$ cat src/rtl/scb_arbiter_if.sv
// scb_arbiter_if: requester and scratchpad signal bundle for the SCB arbiter
//   req/we/addr/wdata/be   per-port request, held until the matching gnt bit is seen
//   gnt                    per-port combinational accept
//   rvalid/rdata           per-port read return, one cycle after a read grant
//   scb_*                  shared scratchpad port (addr, wdata, stb, ce, rd, wr, rdata, rdy)
//   slave modport: the arbiter; master modport: the requesters plus the scratchpad
interface scb_arbiter_if;
   logic [1:0]        req;
   logic [1:0]        we;
   logic [1:0][10:0]  addr;
   logic [1:0][15:0]  wdata;
   logic [1:0][1:0]   be;
   logic [1:0]        gnt;
   logic [1:0]        rvalid;
   logic [1:0][15:0]  rdata;
   logic [10:0]       scb_addr;
   logic [15:0]       scb_wdata;
   logic [1:0]        scb_stb;
   logic              scb_ce;
   logic              scb_rd;
   logic              scb_wr;
   logic [15:0]       scb_rdata;
   logic              scb_rdy;
   modport slave (
      input  req, we, addr, wdata, be, scb_rdata, scb_rdy,
      output gnt, rvalid, rdata, scb_addr, scb_wdata, scb_stb, scb_ce, scb_rd, scb_wr
   );
   modport master (
      output req, we, addr, wdata, be, scb_rdata, scb_rdy,
      input  gnt, rvalid, rdata, scb_addr, scb_wdata, scb_stb, scb_ce, scb_rd, scb_wr
   );
endinterface

$ cat src/rtl/scb_arbiter.sv
// scb_arbiter: two-port (CPU=0, DMA=1) arbiter for the 1024x16 SCB scratchpad
//   clk_i   clock, rising edge
//   rst_i   asynchronous active-low reset
//   bus     scb_arbiter_if.slave: per-port req/we/addr/wdata/be in, gnt/rvalid/rdata out,
//           shared scratchpad port scb_addr/wdata/stb/ce/rd/wr out, scb_rdata/scb_rdy in
//   FIXED_PRIO  0 = round-robin, 1 = port 0 priority with anti-starvation for port 1
//   STARVE_MAX  consecutive denied cycles after which port 1 is forced (FIXED_PRIO=1)
module scb_arbiter #(
   parameter bit FIXED_PRIO = 1'b0,
   parameter int STARVE_MAX = 4
) (
   input logic          clk_i,
   input logic          rst_i,
   scb_arbiter_if.slave bus
);
   localparam int CW = $clog2(STARVE_MAX + 1);
   typedef enum logic {IDLE, DATA} state_t;
   state_t         state, state_nx;
   logic [1:0]     elig, rv;
   logic           win, any, rd_gnt, held_hi, rr_last, starved;
   logic [10:0]    addr_q;
   logic [CW-1:0]  starve_cnt;
   // During a read data phase the scratchpad output mux follows the live address,
   // so only requests to the same half as the outstanding read may be issued.
   always_comb begin
      elig = '0;
      for (int n = 0; n < 2; n++)
         elig[n] = rst_i & bus.req[n] & bus.scb_rdy & (state == IDLE || bus.addr[n][10] == held_hi);
   end
   assign starved = starve_cnt == CW'(STARVE_MAX);
   assign any     = |elig;
   assign win     = &elig ? (FIXED_PRIO ? starved : ~rr_last) : elig[1];
   assign rd_gnt  = bus.scb_ce & ~bus.we[win];
   always_comb begin
      state_nx = IDLE;
      state_nx = rd_gnt ? DATA : IDLE;
   end
   assign bus.gnt       = {any & win, any & ~win};
   assign bus.scb_ce    = any & (|bus.be[win]);
   assign bus.scb_rd    = bus.scb_ce & ~bus.we[win];
   assign bus.scb_wr    = bus.scb_ce & bus.we[win];
   // Address is held from the last grant so the half-select stays put through a data phase.
   assign bus.scb_addr  = any ? bus.addr[win] : addr_q;
   assign bus.scb_wdata = any ? bus.wdata[win] : '0;
   assign bus.scb_stb   = any ? bus.be[win] : '0;
   assign bus.rvalid    = rv;
   assign bus.rdata     = {rv[1] ? bus.scb_rdata : 16'h0, rv[0] ? bus.scb_rdata : 16'h0};
   always_ff @(posedge clk_i or negedge rst_i) begin
      if (!rst_i) begin
         state      <= IDLE;
         held_hi    <= 1'b0;
         rr_last    <= 1'b1;
         addr_q     <= '0;
         rv         <= '0;
         starve_cnt <= '0;
      end else begin
         state      <= state_nx;
         held_hi    <= rd_gnt ? bus.addr[win][10] : held_hi;
         rr_last    <= any ? win : rr_last;
         addr_q     <= bus.scb_addr;
         rv         <= {rd_gnt & win, rd_gnt & ~win};
         starve_cnt <= (!FIXED_PRIO || !bus.req[1] || bus.gnt[1]) ? '0 :
                       starved ? starve_cnt : starve_cnt + 1'b1;
      end
   end
endmodule

$ cat src/flat_wrapper.sv
// flat-port wrapper written by rule: the top's interface ports become plain ports
module scb_arbiter_flat 
#(
   parameter bit FIXED_PRIO = 1'b0,
   parameter int STARVE_MAX = 4
)
  (clk_i, rst_i, bus_req, bus_we, bus_addr, bus_wdata, bus_be, bus_scb_rdata, bus_scb_rdy, bus_gnt, bus_rvalid, bus_rdata, bus_scb_addr, bus_scb_wdata, bus_scb_stb, bus_scb_ce, bus_scb_rd, bus_scb_wr);
  scb_arbiter_if bus_i ();
  input logic clk_i;
  input logic rst_i;
  input wire logic [$bits(bus_i.req)-1:0] bus_req;
  input wire logic [$bits(bus_i.we)-1:0] bus_we;
  input wire logic [$bits(bus_i.addr)-1:0] bus_addr;
  input wire logic [$bits(bus_i.wdata)-1:0] bus_wdata;
  input wire logic [$bits(bus_i.be)-1:0] bus_be;
  input wire logic [$bits(bus_i.scb_rdata)-1:0] bus_scb_rdata;
  input wire logic [$bits(bus_i.scb_rdy)-1:0] bus_scb_rdy;
  output wire logic [$bits(bus_i.gnt)-1:0] bus_gnt;
  output wire logic [$bits(bus_i.rvalid)-1:0] bus_rvalid;
  output wire logic [$bits(bus_i.rdata)-1:0] bus_rdata;
  output wire logic [$bits(bus_i.scb_addr)-1:0] bus_scb_addr;
  output wire logic [$bits(bus_i.scb_wdata)-1:0] bus_scb_wdata;
  output wire logic [$bits(bus_i.scb_stb)-1:0] bus_scb_stb;
  output wire logic [$bits(bus_i.scb_ce)-1:0] bus_scb_ce;
  output wire logic [$bits(bus_i.scb_rd)-1:0] bus_scb_rd;
  output wire logic [$bits(bus_i.scb_wr)-1:0] bus_scb_wr;
  assign bus_i.req = bus_req;
  assign bus_i.we = bus_we;
  assign bus_i.addr = bus_addr;
  assign bus_i.wdata = bus_wdata;
  assign bus_i.be = bus_be;
  assign bus_i.scb_rdata = bus_scb_rdata;
  assign bus_i.scb_rdy = bus_scb_rdy;
  assign bus_gnt = bus_i.gnt;
  assign bus_rvalid = bus_i.rvalid;
  assign bus_rdata = bus_i.rdata;
  assign bus_scb_addr = bus_i.scb_addr;
  assign bus_scb_wdata = bus_i.scb_wdata;
  assign bus_scb_stb = bus_i.scb_stb;
  assign bus_scb_ce = bus_i.scb_ce;
  assign bus_scb_rd = bus_i.scb_rd;
  assign bus_scb_wr = bus_i.scb_wr;
  scb_arbiter #(.FIXED_PRIO(FIXED_PRIO), .STARVE_MAX(STARVE_MAX)) u_core (.clk_i(clk_i), .rst_i(rst_i), .bus(bus_i));
endmodule
$ cat config.mk
export PLATFORM = sky130hd
export DESIGN_NAME = scb_arbiter_flat
export DESIGN_NICKNAME = d
export VERILOG_FILES = /design/src/rtl/scb_arbiter_if.sv /design/src/rtl/scb_arbiter.sv /design/src/flat_wrapper.sv
export SDC_FILE = /design/constraint.sdc
export NUM_CORES = 1
export LEC_CHECK = 0
export BUFFER_PORTS_ARGS = -buffer_cell sky130_fd_sc_hd__buf_4
export CAP_MARGIN = 20
export CORE_AREA = 2 2 62 64
export DETAILED_ROUTE_END_ITERATION = 12
export DIE_AREA = 0 0 64 66
export PLACE_DENSITY = 0.83
export SYNTH_ARGS = -nofsm -noshare
export SYNTH_HDL_FRONTEND = slang
export SYNTH_SLANG_ARGS = --single-unit
$ cat constraint.sdc
create_clock -name clk_i -period 4.3 [get_ports clk_i]
set_input_delay 0.215 -clock clk_i [delete_from_list [all_inputs] [get_ports clk_i]]
set_output_delay 0.215 -clock clk_i [all_outputs]
set_load 0.005 [all_outputs]
==> reports/results.txt <==
Status: completed
Longest Clk Path Bufs: 2
Number of synthesized register bits: 16
Mapped Area: 1160 um^2
Hold_sp: bus_we[0]
Worst r2r src: u_core.held_hi
Total Routing Usage GR: 20.3%
Post-synthesis cell type count: 28
Initial antenna violation count: 0
I/O Pins: 149
Post-synth top area cell: dfrtp_1
DR iter-0 viols: 41
Starting density of the core: 32.7%
Max stage delay on crit path: 0.52 ns
Design Power: 0.484 mW
CTS tree: done
CP max stage cell: dlygate4sd3_1
Worst-Margin Slew: 0.767 ns
Final Net Count: 364
FFs w/ async S/R, synth: 100%
Peak VDD IR: 0.000235 V
Final core utilization: 66.0%
Non-Filler Instances: 330
ANT cells: 0
Number of global-route vias before repair: 1431
Clk root buf: clkbuf_4
Count leader, synth: and2_1
CP startpoint kind: input port
Post-route setup TNS: 0 ns
Cell count after synthesis: 138
Yosys top cell area share: 32.3%
Top_reg_cell synth: dfrtp_1
Largest net degree at the start of global routing: 35
DR WL/cell: 13.6 um
Tcrit/Tclk final: 63.9%
Routed WL: 4.48 mm
Inst Count DP: 325
Post-synth EDFFs: 0
RD Place Congestion: 0.747
Die W: 64 um
Final min period: 2.75 ns
First-pass GRT wire length: 6.87 mm
CTS clk-pin slew, worst paths: 0.10 ns
Final hold vios: 0
Clk_lat worst skew: 0.29 ns
Vias: 1544
Die Area: 4220 um^2
Port bufs: 148
Leakage: 1.31 nW
Hold WS: 0.0936 ns
Sequential fraction of the synthesis area: 34.6%
Vias per inst: 4.68
Cell Chain, Critical Path: dlygate4sd3_1 -> buf_4 -> nand3_1 -> a21oi_1 -> a21boi_2 -> buf_4 -> a22oi_1 -> nor2_1 -> buf_4
CP Capture Type: output port
Final HPWL DP: 3.67 mm
Relative slew slack: 48.7%
Worst Skew: 0.00239 ns
Total grt overflow: 0
Share of cells above drive strength 1: 56.4%
Top post-synthesis cells by count: and2_1, nand2_1, a22o_1, dfrtp_1, a22oi_1
Power per cell area: 207 nW/um^2
Pins over their slew limit: 0
Fin area: 2340 um^2
Drt pass-1 iters: 4
Die height: 66 um
Critical path peak fanout: 25
Maximum clock frequency: 364 MHz
Number of core rows: 22
Final setup viols: 0
Core area: 3550 um^2
Post-route ant nets: 0
Setup Crit Path Kind: in -> out
Final WS setup: 1.55 ns
Crit path DAT: 2.53 ns
Beginning of the critical path: rst_i
RSZ-0062 raised after global routing: no
Max Cap Viol: 0
Placed cell areas: 2300 um^2
Most used cell, CP: buf_4
# DRC: 0
TritonCTS Buffers: 3
Avg Synthesized Cell Area: 8.42 um^2
Top area cells in the synthesized netlist: dfrtp_1, and2_1, a22o_1
Hold crit path type: in -> reg
Worst path required time: 4.09 ns
Syn nets: 219
P&R area growth vs syn: 102%
Ys Warns: 0
Clock Sink Count: 16
Placement Setup Slack: 2.06 ns
H-Tree Depth: 1
[cells by family (layout without fill, tap and decap cells)]
group	count (synthesis)	in the layout	synth area share, %
muxes	2	2	2.15
xor gates and xnor gates	2	2	1.51
buffers and inverters	15	159	5.81
and+or+nand+nor	65	65	29.3
AOI/OAI and AO/OA	38	38	26.7
DFF	16	16	34.6
[what timing repair did]
item / CTS / global route
hold buffers: 1 / 0
setup buffers: 0 / 0
resized for setup: 0 / 0
endpoints found under the hold margin: 15 / 0
[layer usage]
metal,up-vias,GRT usage (%),wire length (um)
met5,-,0,0
met4,0,3.80,29
met3,4,6.81,467
met2,80,35.4,2180
met1,693,24.3,1800
li1,767,-,-
[cell type report]
class                      count  area [um^2]
timing repair buffer         150         1130
sequential                    16          402
multi-input combinational    107          697
tap                           48         60.1
clock buffer                   4         36.3
inverter                       5         18.8
fill                         309         1210
[final timing paths]
| check | end | slack (ns) | depth (start not counted) |
|---|---|---|---|
| min in group asynchronous | u_core.addr_q[2] | 0.32 | 2 |
| worst min register to register | u_core.addr_q[10] | 0.51 | 2 |
| worst min-delay path | u_core.bus.rvalid[0] | 0.09 | 2 |
| worst max-delay path | bus_scb_rd | 1.55 | 9 |
| max in group asynchronous | u_core.rr_last | 3.73 | 2 |
| worst max register to register | u_core.held_hi | 2.26 | 5 |
[worst max-delay path, delay by kind of cell]
kind                   cells  cell delay (ns)
AND/OR/NAND/NOR            2             0.31
AO/OA/AOI/OAI              3             0.75
buffers and inverters      4             1.24
[flip-flops by register name, summed over array words and instances, names as in the netlist]
signal	cells
u_core.bus.rvalid	2
u_core.state	1
u_core.addr_q	11
u_core.held_hi	1
u_core.rr_last	1
[layout by cell type, fill, tap and decap left out]
cell,instances
inv_1,5
nor2b_1,1
and2_4,1
or2_2,1
nor3_1,1
clkbuf_4,3
o21a_1,1
dlygate4sd3_1,1
and2_1,32
a22o_1,18
dfrtp_1,15
xor2_1,2
a21boi_2,1
a21oi_1,2
nand3_1,2
a221oi_1,1
a32o_1,1
a22oi_1,11
and3_1,1
nand2_1,21
a211oi_2,1
o21ai_0,1
mux2i_1,1
dfstp_2,1
clkbuf_8,1
mux2_4,1
nor2_1,5
buf_4,149
a211o_1,1
[report_power, final]
group          total [mW]  switching, mW  leakage, nW  internal, mW
clock               0.102         0.0504       0.0210        0.0516
sequential          0.186         0.0105        0.202         0.176
combinational       0.195         0.0753         1.09         0.120
Power figures use the tool's default switching activity.
